[config.mk]
export PLATFORM = sky130hd
export DESIGN_NAME = mux_arb
export DESIGN_NICKNAME = d
export VERILOG_FILES = /design/src/rtl/mux_arb.sv
export SDC_FILE = /design/constraint.sdc
export NUM_CORES = 1
export LEC_CHECK = 0
export BUFFER_PORTS_ARGS = -buffer_cell sky130_fd_sc_hd__buf_2
export CORE_MARGIN = 5
export CORE_UTILIZATION = 50
export CTS_CLUSTER_DIAMETER = 30
export CTS_CLUSTER_SIZE = 20
export DETAILED_ROUTE_END_ITERATION = 8
export PLACE_DENSITY = 0.8
export SETUP_SLACK_MARGIN = 0.3
export SLEW_MARGIN = 30
export SYNTH_ARGS = -nofsm -noshare
export SYNTH_HDL_FRONTEND = slang
export SYNTH_SLANG_ARGS = --single-unit
[constraint.sdc]
create_clock -name clk -period 2.46 [get_ports clk]
set_input_delay 0.492 -clock clk [delete_from_list [all_inputs] [get_ports clk]]
set_output_delay 0.492 -clock clk [all_outputs]
set_load 0.01 [all_outputs]
[src/rtl/mux_arb.sv]
// mux_arb: two-input packet arbiter holding a grant from HEAD to TAIL with round-robin tie-break
module mux_arb #(
    parameter int TYPEW = 2,
    parameter int CNTW  = 8
) (
    input  logic             clk,
    input  logic             rst_,
    input  logic             ivalid_0,
    input  logic             ivalid_1,
    input  logic [TYPEW-1:0] itype_0,
    input  logic [TYPEW-1:0] itype_1,
    input  logic             oready,
    output logic [1:0]       sel,
    output logic             iready_0,
    output logic             iready_1,
    output logic             busy,
    output logic [CNTW-1:0]  flit_cnt,
    output logic             proto_err
);
    localparam logic [TYPEW-1:0] NONE = TYPEW'(0);
    localparam logic [TYPEW-1:0] HEAD = TYPEW'(1);
    localparam logic [TYPEW-1:0] DATA = TYPEW'(2);
    localparam logic [TYPEW-1:0] TAIL = TYPEW'(3);
    localparam logic [CNTW-1:0]  CNT_MAX = {CNTW{1'b1}};

    typedef enum logic [1:0] {IDLE, GRANT0, GRANT1} state_t;

    state_t            state, state_nxt;
    logic              ptr, ptr_nxt;
    logic [CNTW-1:0]   cnt_nxt;
    logic              err_nxt;
    logic              req_0, req_1, bad_0, bad_1;
    logic              g_valid, xfer;
    logic [TYPEW-1:0]  g_type;

    assign sel      = {state == GRANT1, state == GRANT0};
    assign busy     = state != IDLE;
    assign iready_0 = (state == GRANT0) & oready;
    assign iready_1 = (state == GRANT1) & oready;

    assign req_0   = ivalid_0 & (itype_0 == HEAD);
    assign req_1   = ivalid_1 & (itype_1 == HEAD);
    assign bad_0   = ivalid_0 & ((itype_0 == DATA) | (itype_0 == TAIL));
    assign bad_1   = ivalid_1 & ((itype_1 == DATA) | (itype_1 == TAIL));
    assign g_valid = (state == GRANT1) ? ivalid_1 : ivalid_0;
    assign g_type  = (state == GRANT1) ? itype_1 : itype_0;
    assign xfer    = busy & g_valid & oready;

    // next-state, pointer, counter and error decode; only the granted port is observed while busy
    always_comb begin
        state_nxt = state;
        ptr_nxt   = ptr;
        cnt_nxt   = flit_cnt;
        err_nxt   = 1'b0;
        unique case (state)
            IDLE: begin
                err_nxt = bad_0 | bad_1;
                if (req_0 && (!req_1 || !ptr)) begin
                    state_nxt = GRANT0;
                    ptr_nxt   = 1'b1;
                    cnt_nxt   = '0;
                end else if (req_1) begin
                    state_nxt = GRANT1;
                    ptr_nxt   = 1'b0;
                    cnt_nxt   = '0;
                end
            end
            GRANT0, GRANT1: begin
                if (xfer && g_type != NONE && flit_cnt != CNT_MAX)
                    cnt_nxt = flit_cnt + CNTW'(1);
                err_nxt = xfer & (g_type == HEAD);
                if (xfer && g_type == TAIL)
                    state_nxt = IDLE;
            end
            default: state_nxt = IDLE;
        endcase
    end

    // state register with asynchronous reset abandoning any grant silently
    always_ff @(posedge clk or negedge rst_) begin
        if (!rst_) begin
            state     <= IDLE;
            ptr       <= 1'b0;
            flit_cnt  <= '0;
            proto_err <= 1'b0;
        end else begin
            state     <= state_nxt;
            ptr       <= ptr_nxt;
            flit_cnt  <= cnt_nxt;
            proto_err <= err_nxt;
        end
    end
endmodule
Word-level counts from Yosys, hierarchy flattened
Index checks and enable logic that the tools add are counted.

Register bits: 12. Bits in latches: 0. RAM bits: 0. Bits in read-only memories: 0. Word-level logic and storage cells: 60. Memories kept: 0.

Add/subtract/negate cells: 1. $mul: 0. Div/mod/pow operators: 0. Order comparisons: 0. Equality and inequality tests: 14. Shift-type cells: 0. Mux-type cells: 13. Bitwise gates (word level): 12. Reductions and logical operators: 16.

Operators by type and width (number): $mux W8 (3); $pmux W8 S2 (1); $eq A2 B2 Y1 const B (6); $and A1 B1 Y1 (9); $add A8 B1 Y8 const B (1); $eq A2 B1 Y1 const B (4); $mux W2 (4); $ne A8 B8 Y1 const B (1); $reduce_bool A2 Y1 (4); $logic_and A1 B1 Y1 (4); $ne A2 B2 Y1 const B (2); $pmux W2 S2 (1); $reduce_and A2 Y1 (2); $mux W1 (3); $ne A3 B3 Y1 const B (1); $or A1 B1 Y1 (3); $reduce_and A3 Y1 (1); $logic_not A1 Y1 (2); $logic_not A2 Y1 (1); $pmux W1 S2 (1); $reduce_or A2 Y1 (1); $logic_or A1 B1 Y1 (1).

Logic depth before layout (Yosys ltp)
Gate-level depths: netlist of the first run.

Depth in word-level cells: 8. Mapped depth: 7. Mapped depth without buffers: 6.

Least setup slack after synthesis of the first run
No wires, ideal clock.

Path kind: flip-flop to flip-flop. From: reg state[0]. To: reg flit_cnt[2]. Library setup time: 0.137 ns. Data arrival time: 1.888 ns. Slack: 0.436 ns. Stages on the path, launching flop included: 8. Path buffers: 1. Period minus slack after synthesis: 2.024 ns. Cell sequence: dfrtp_1 > inv_1 > ha_1 > buf_4 > mux2i_1 > or4_4 > o21ai_4 > a31oi_1.

Cells in the longest elaborated chain, start to end: 8. Elaborated cells on any way between the ends: 17. Those cells by class: eq/ne (4); mux (3); bitwise (2); reduce/logical (8).

RTL lines: start, declared (line 28) `state_t state, state_nxt;`; start signal, assigned (line 87) `state <= state_nxt;`; $eq A2 B2 Y1 *; net sel[1] (line 13) `output logic [1:0] sel,`; $mux W1 (line 45) `assign g_valid = (state == GRANT1) ? ivalid_1 : ivalid_0;`; $and A1 B1 Y1 (2 in a row) (line 47) `assign xfer = busy & g_valid & oready;`; $logic_and A1 B1 Y1 (2 in a row) (line 69) `if (xfer && g_type != NONE && flit_cnt != CNT_MAX)`; $ne A2 B2 Y1 (no source line); $reduce_and A3 Y1 (no source line); end signal, assigned (line 89) `flit_cnt <= cnt_nxt;`; end, declared (line 17) `output logic [CNTW-1:0] flit_cnt,`.

Mark *: on every way through the listed nets, which the timed path passes. The rest lies on a longest branch. A chain may end at the register's enable or synchronous reset.

Final worst setup path of the first run
From: reg state[0]. To: reg flit_cnt[0].

Cells in the longest elaborated chain, start to end: 8. Elaborated cells on any way between the ends: 17. Those cells by class: eq/ne (4); mux (3); bitwise (2); reduce/logical (8).

RTL lines (line): $eq A2 B2 Y1 (45, 46, 55); $mux W1 (45); $and A1 B1 Y1 (2 in a row) (47); $logic_and A1 B1 Y1 (2 in a row) (69); $ne A2 B2 Y1 (no source line); $reduce_and A3 Y1 (no source line).

Parallel ways exist; a longest one is shown, timed or not.

==> results of run 1 <==
-- area by class of cell --
| class | instances | area (um2) |
|---|---|---|
| Sequential cell | 12 | 300 |
| Inverter | 5 | 18.8 |
| Fill cell | 126 | 514 |
| Timing Repair Buffer | 25 | 133 |
| Tap cell | 16 | 20.0 |
| Clock buffer | 3 | 22.5 |
| Multi-Input combinational cell | 71 | 533 |
-- worst max-delay path, delay by kind of cell (launching register included) --
family | cells | cell delay [ns]
buffers and inverters | 1 | 0.10
muxes | 1 | 0.12
and+or+nand+nor | 2 | 0.73
DFF | 1 | 0.42
AOI/OAI and AO/OA | 1 | 0.24
adders and majority gates | 1 | 0.31
-- metrics by stage --
step	cells	hold WS [ns]	worst slack (ns)
6_report	132	0.0868	0.413
4_1_cts	130	0.0897	0.305
3_3_place_gp	127	0.378	0.347
3_5_place_dp	127	0.381	0.274
2_1_floorplan	90	0.196	0.436
5_1_grt	132	0.0941	0.339
-- power by group through the flow --
stage                     Sequential [uW]  Combinational (uW)  Clock (uW)
after floorplan                       279                 270           0
after global placement                275                 380           0
after detailed placement              278                 387           0
after CTS                             274                 398         122
after global routing                  279                 495         137
final                                 276                 453         119
-- cells by family (layout without fill, tap and decap cells) --
logic type / after synthesis / after routing / share of synthesized area
AO/OA/AOI/OAI: 32 / 32 / 0.281
AND/OR/NAND/NOR: 32 / 32 / 0.227
flip-flops: 12 / 12 / 0.358
buffers and inverters: 7 / 33 / 0.0358
adder cells (fa/ha/maj): 5 / 5 / 0.0746
multiplexers: 2 / 2 / 0.0239
-- flip-flops by register name (all words and copies together) (netlist names) --
register,count
state,2
proto_err,1
ptr,1
flit_cnt,8
-- cell usage in the layout (no fill, tap or decap), types with 3 or more instances in the layout --
cell type / Yosys / routed
a31oi_1: 9 / 9
buf_2: 0 / 22
buf_4: 1 / 3
clkbuf_4: 0 / 3
dfrtp_1: 12 / 12
ha_1: 5 / 3
inv_1: 5 / 4
nand2_1: 7 / 7
nand3_1: 4 / 4
nor2_1: 4 / 4
o21ai_0: 5 / 5
-- repair_timing --
| action | in CTS | in global routing |
|---|---|---|
| endpoints found under the setup margin | 5 | 7 |
| resized for setup | 2 | 3 |
| hold buffers | 0 | 0 |
| pin swaps | 0 | 1 |
| buffers inserted | 0 | 2 |
-- worst max-delay path by stage --
stage	slack, ns	cells after the start	to	startpoint
floorplan	0.44	7	flit_cnt[2]	state[0]
global placement	0.35	6	flit_cnt[2]	state[0]
detailed placement	0.27	6	flit_cnt[0]	state[0]
CTS	0.31	6	flit_cnt[0]	state[0]
global route	0.34	6	flit_cnt[2]	state[0]
finish	0.41	6	flit_cnt[0]	state[0]
-- routing by layer --
layer	global-route usage	part of all wire
met4	0.0851	0.019
met1	0.217	0.46
met2	0.248	0.43
met3	0.0203	0.086
met5	0	0
==> results.toml, run 1 <==
[status]
run_status = "completed"

[floorplanning]
floorplan.die.height_um = 50.9
floorplan.initialDensity = 0.544
row_count = 14
design.die.area_um2 = 2600
core_area_um2 = 1540
die_width_um = 50.9
ios = 23

[pwr]
powerDensity_nw_per_um2 = 825
share_comb_of_total_power = 0.534
switching_share_of_total_power = 0.418
power.internal_uw = 493
total_power_uw = 847
max-vdd-ir-drop_uv = 405
power.leakage_uw = 0.000472
share_seq_of_total_power = 0.325
clock_power_share = 0.141
total_switching_power_uw = 354

[worst_setup_path]
reg2reg_to = "flit_cnt[0]"
worstPathCellList = "inv_2 -> ha_4 -> nand3b_1 -> or4_4 -> o21ai_4 -> mux2i_1"
arrival_ns = 2.19
worst-endpoint-required_ns = 2.60
criticalPathCategory = "reg -> reg"
startpoint_type = "flop"
crit-reg2reg-launch = "state[0]"
r2r.worst_path.cells = 6
critical_path.max_fanout = 8
timing.critical_path.slowest_cell_delay_ns = 0.59
cpMaxStageDelayCell = "or4_4"
endpoint_kind = "flop"
r2r_slack_ns = 0.41

[logic_synthesis]
yosys-top-cells-count = "dfrtp_1 (12), a31oi_1 (9), nand2_1 (7)"
mappedNetlistArea_um2 = 838
biggest_area_consumer_among_synthesized_cells = "dfrtp_1"
synth_cell_type_count = 36
synth.top_cells.by_area = "dfrtp_1 (36%), ha_1 (7.5%), a31oi_1 (6.7%)"
synth_nets = 104
syn-instance-count = 90
synth_enable_flop_cells = 0
fraction_of_synthesis_flops_using_an_asynchronous_set_or_reset_pin = 1.00
postSynth.topFlopCell = "dfrtp_1"
synthesis.yosys.warnings = 0
ys_seq_elements = 12
yosys.cell_count.top_type = "dfrtp_1"
synth_top_area_frac = 0.358
synth-seq-area-share = 0.358
postSynthAreaPerCell_um2 = 9.31

[timing]
fin_crit_ns = 2.05
timing.final.crit_share = 0.832
setup_violations = 0
timing.max_slew.rel_slack = 0.623
finalClockSkew_ns = 0.00128
final_hold_viol_count = 0
tightest_slew_ns = 0.562
timing.fmax_mhz = 488
setup_tns_ns = 0
maxSlewViolCount = 0
rsz0062_at_grt = "false"

[placed_design]
dp_hpwl_um = 1500
gpl.final_weighted_congestion = 0.768
portBuffers = 22
postPlaceCellArea_um2 = 965

[cells_and_area]
antennaDiodeCount = 0
final_core_util = 0.666
final_layout_size_suffix_gt1_frac = 0.319
final_area_um2 = 1030
synthToLayoutAreaGrowth_pct = 22.5
net_count_of_the_finished_layout = 132

[detailed_routing]
ant_nets = 0
via_count = 833
wl_per_cell_um = 15.1
drt-pass1-iter-count = 4
vias_per_cell = 6.31
routed_wl_um = 1990
drc = 0
first_iter_violations = 14

[clock_network]
cts.htree.levels = 1
cts.sinks = 12
worstSkewPairLatency_ns = 0.27
clock_path_buffers = 2
cts_tree = "done"
clkTransAtPathRegs_ns = 0.07
cts_root_buffer = "clkbuf_4"
number_of_buffers_created_by_cts = 3

[job]
max-cap-violations = 0

[global_routing]
grt_pass1_vias = 742
global_route_wire_length_before_repair_um = 3260
grt_usage = 0.160
grt_max_degree = 13
grt-ovfl-total = 0
antenna_found_initial = 0

[min_path]
worst_hold_path_type = "in -> async"
Power figures use the tool's default switching activity.
==> run 2, diff against run 1 <==
Clock period 2.46 ns to 1.95 ns, I/O delays scaled along.
==> run 2 against run 1 <==
Net effect: the run now ends with setup timing left; first-iteration DRC count increased to 4.6 times the previous value; core utilization increased by 18 points; critical path depth unchanged; total power increased by 73%; sequential share of layout area decreased by 6.1 points; flip-flop and latch count unchanged; via count increased by 24%; register-to-register slack got worse by 0.50 ns; routed wire length increased by 57%; non-clock buffer count increased by 17; worst hold slack improved by 0.41 ns.
==> results.toml, run 2 (same netlist as run 1, synthesis figures left out) <==
[status]
run_status = "finished, violations left"
failed_checks = "setup timing"

[global_routing]
antenna_found_initial = 0
grt_max_degree = 13
grt-ovfl-total = 0
global_route_wire_length_before_repair_um = 4140
grt_pass1_vias = 845
grt_usage = 0.207

[detailed_routing]
via_count = 1029
wl_per_cell_um = 20.7
drt-pass1-iter-count = 5
first_iter_violations = 64
vias_per_cell = 6.86
ant_nets = 0
drc = 0
routed_wl_um = 3110

[worst_setup_path]
worst_setup_path_endpoint = "flit_cnt[1]"
r2r.worst_path.cells = 6
worst-endpoint-required_ns = 2.12
r2r_slack_ns = -0.09
reg2reg_to = "flit_cnt[1]"
worstPathCellList = "inv_2 -> ha_4 -> nand3b_1 -> or4_4 -> o211ai_1 -> o21ai_2"
endpoint_kind = "flop"
criticalPathCategory = "reg -> reg"
timing.critical_path.slowest_cell_delay_ns = 0.59
cpLargestDelayFamily = "simple AND/OR/NAND/NOR gates"
buf_inv_stages_crit_path = 1
startpoint_type = "flop"
cpMaxStageDelayCell = "or4_4"
crit_cells = 6
critical_path.max_fanout = 4
arrival_ns = 2.21
cp-startpoint = "state[1]"
crit-reg2reg-launch = "state[1]"

[pwr]
max-vdd-ir-drop_uv = 676
clock_power_share = 0.144
total_switching_power_uw = 602
share_seq_of_total_power = 0.241
power.internal_uw = 864
share_comb_of_total_power = 0.616
switching_share_of_total_power = 0.411
power.leakage_uw = 0.000583
powerDensity_nw_per_um2 = 1130

[floorplanning]
floorplan.die.height_um = 50.9
design.die.area_um2 = 2600
ios = 23
die_width_um = 50.9
core_area_um2 = 1540
row_count = 14
floorplan.initialDensity = 0.544

[cells_and_area]
antennaDiodeCount = 0
net_count_of_the_finished_layout = 149
layout.filler_cells = 74
final_common_cell = "buf_2"
final_layout_size_suffix_gt1_frac = 0.485
register_area_um2 = 302
synthToLayoutAreaGrowth_pct = 55.2
multi_input_area_um2 = 608
largest_reg_flops = 8
biggestRegsByFlops = "flit_cnt x8, state x2"
final_core_util = 0.844
largest_register = "flit_cnt"
mostFrequentLayoutCells = "buf_2 (18), buf_4 (12), dfrtp_1 (11), buf_6 (11), a31oi_1 (7)"
final_area_um2 = 1300

[timing]
timing.max_slew.rel_slack = 0.620
rsz0062_at_grt = "true"
fin_crit_ns = 2.04
tightest_slew_ns = 0.569
setup_violations = 7
hold_ws_ns = 0.494
final_hold_viol_count = 0
maxSlewViolCount = 0
timing.fmax_mhz = 491
timing.final.crit_share = 1.05
final_critical_path_setup_slack_ns = -0.0887
finalClockSkew_ns = 0.00637

[placed_design]
dp_hpwl_um = 1570
postPlaceCellArea_um2 = 1040
gpl.final_weighted_congestion = 0.863
portBuffers = 22
place_ws_ns = -0.00586

[clock_network]
cts_root_buffer = "clkbuf_4"
clock_path_buffers = 2
clkTransAtPathRegs_ns = 0.09
cts_tree = "done"
cts.htree.levels = 1
number_of_buffers_created_by_cts = 3
cts.sinks = 12
worstSkewPairLatency_ns = 0.29

[min_path]
worst_hold_path_type = "in -> async"

[job]
max-cap-violations = 0
[run 2: final cells by class]
class | instances | share of cell area
clock buffer | 4 | 0.0279
sequential | 12 | 0.232
timing repair buffer | 42 | 0.241
tap | 16 | 0.0154
inverter | 5 | 0.0163
multi-input combinational | 71 | 0.467
[run 2: metrics by stage]
stage          std cells   TNS, ns  total power (uW)
3_3_place_gp         133         0               920
3_5_place_dp         133  -0.00586               931
2_1_floorplan         90         0               752
5_1_grt              150    -0.836              1550
6_report             150    -0.354              1470
4_1_cts              144         0              1230
[run 2: layer usage]
| layer | track usage | routed length, um | part of all wire | vias to the layer above |
|---|---|---|---|---|
| met5 | 0 | 0 | 0 | - |
| li1 | - | - | - | 438 |
| met3 | 0.0581 | 291 | 0.094 | 20 |
| met4 | 0.0383 | 159 | 0.051 | 0 |
| met2 | 0.347 | 1440 | 0.46 | 73 |
| met1 | 0.266 | 1220 | 0.39 | 498 |
[run 2: timing repair]
action	4_1_cts	5_1_grt
hold buffers	1	0
resized for setup	9	18
buffers inserted	6	6
endpoints found under the hold margin	12	0
endpoints found under the setup margin	10	14
pin swaps	5	5
[run 2: how the worst min path moves through the flow]
stage	from	end	slack, ns	cells after the start
floorplan	rst_	flit_cnt[0]	0.09	0
global placement	rst_	ptr	0.28	1
detailed placement	rst_	state[0]	0.28	1
CTS	oready	state[0]	0.48	3
global route	oready	state[0]	0.53	3
finish	rst_	state[1]	0.49	2
[run 2: power groups by stage]
| stage | clock [uW] | combinational (uW) | sequential, uW |
|---|---|---|---|
| after floorplan | 0 | 394 | 358 |
| after global placement | 0 | 570 | 350 |
| after detailed placement | 0 | 579 | 352 |
| after CTS | 203 | 684 | 348 |
| after global routing | 228 | 960 | 359 |
| final | 211 | 903 | 353 |
[run 2: worst register-to-register path: stages (launching register included)]
cell and delay (ns):
dfrtp_2 0.43, inv_2 0.08, ha_4 0.27, nand3b_1 0.13
or4_4 0.59, o211ai_1 0.34, o21ai_2 0.09
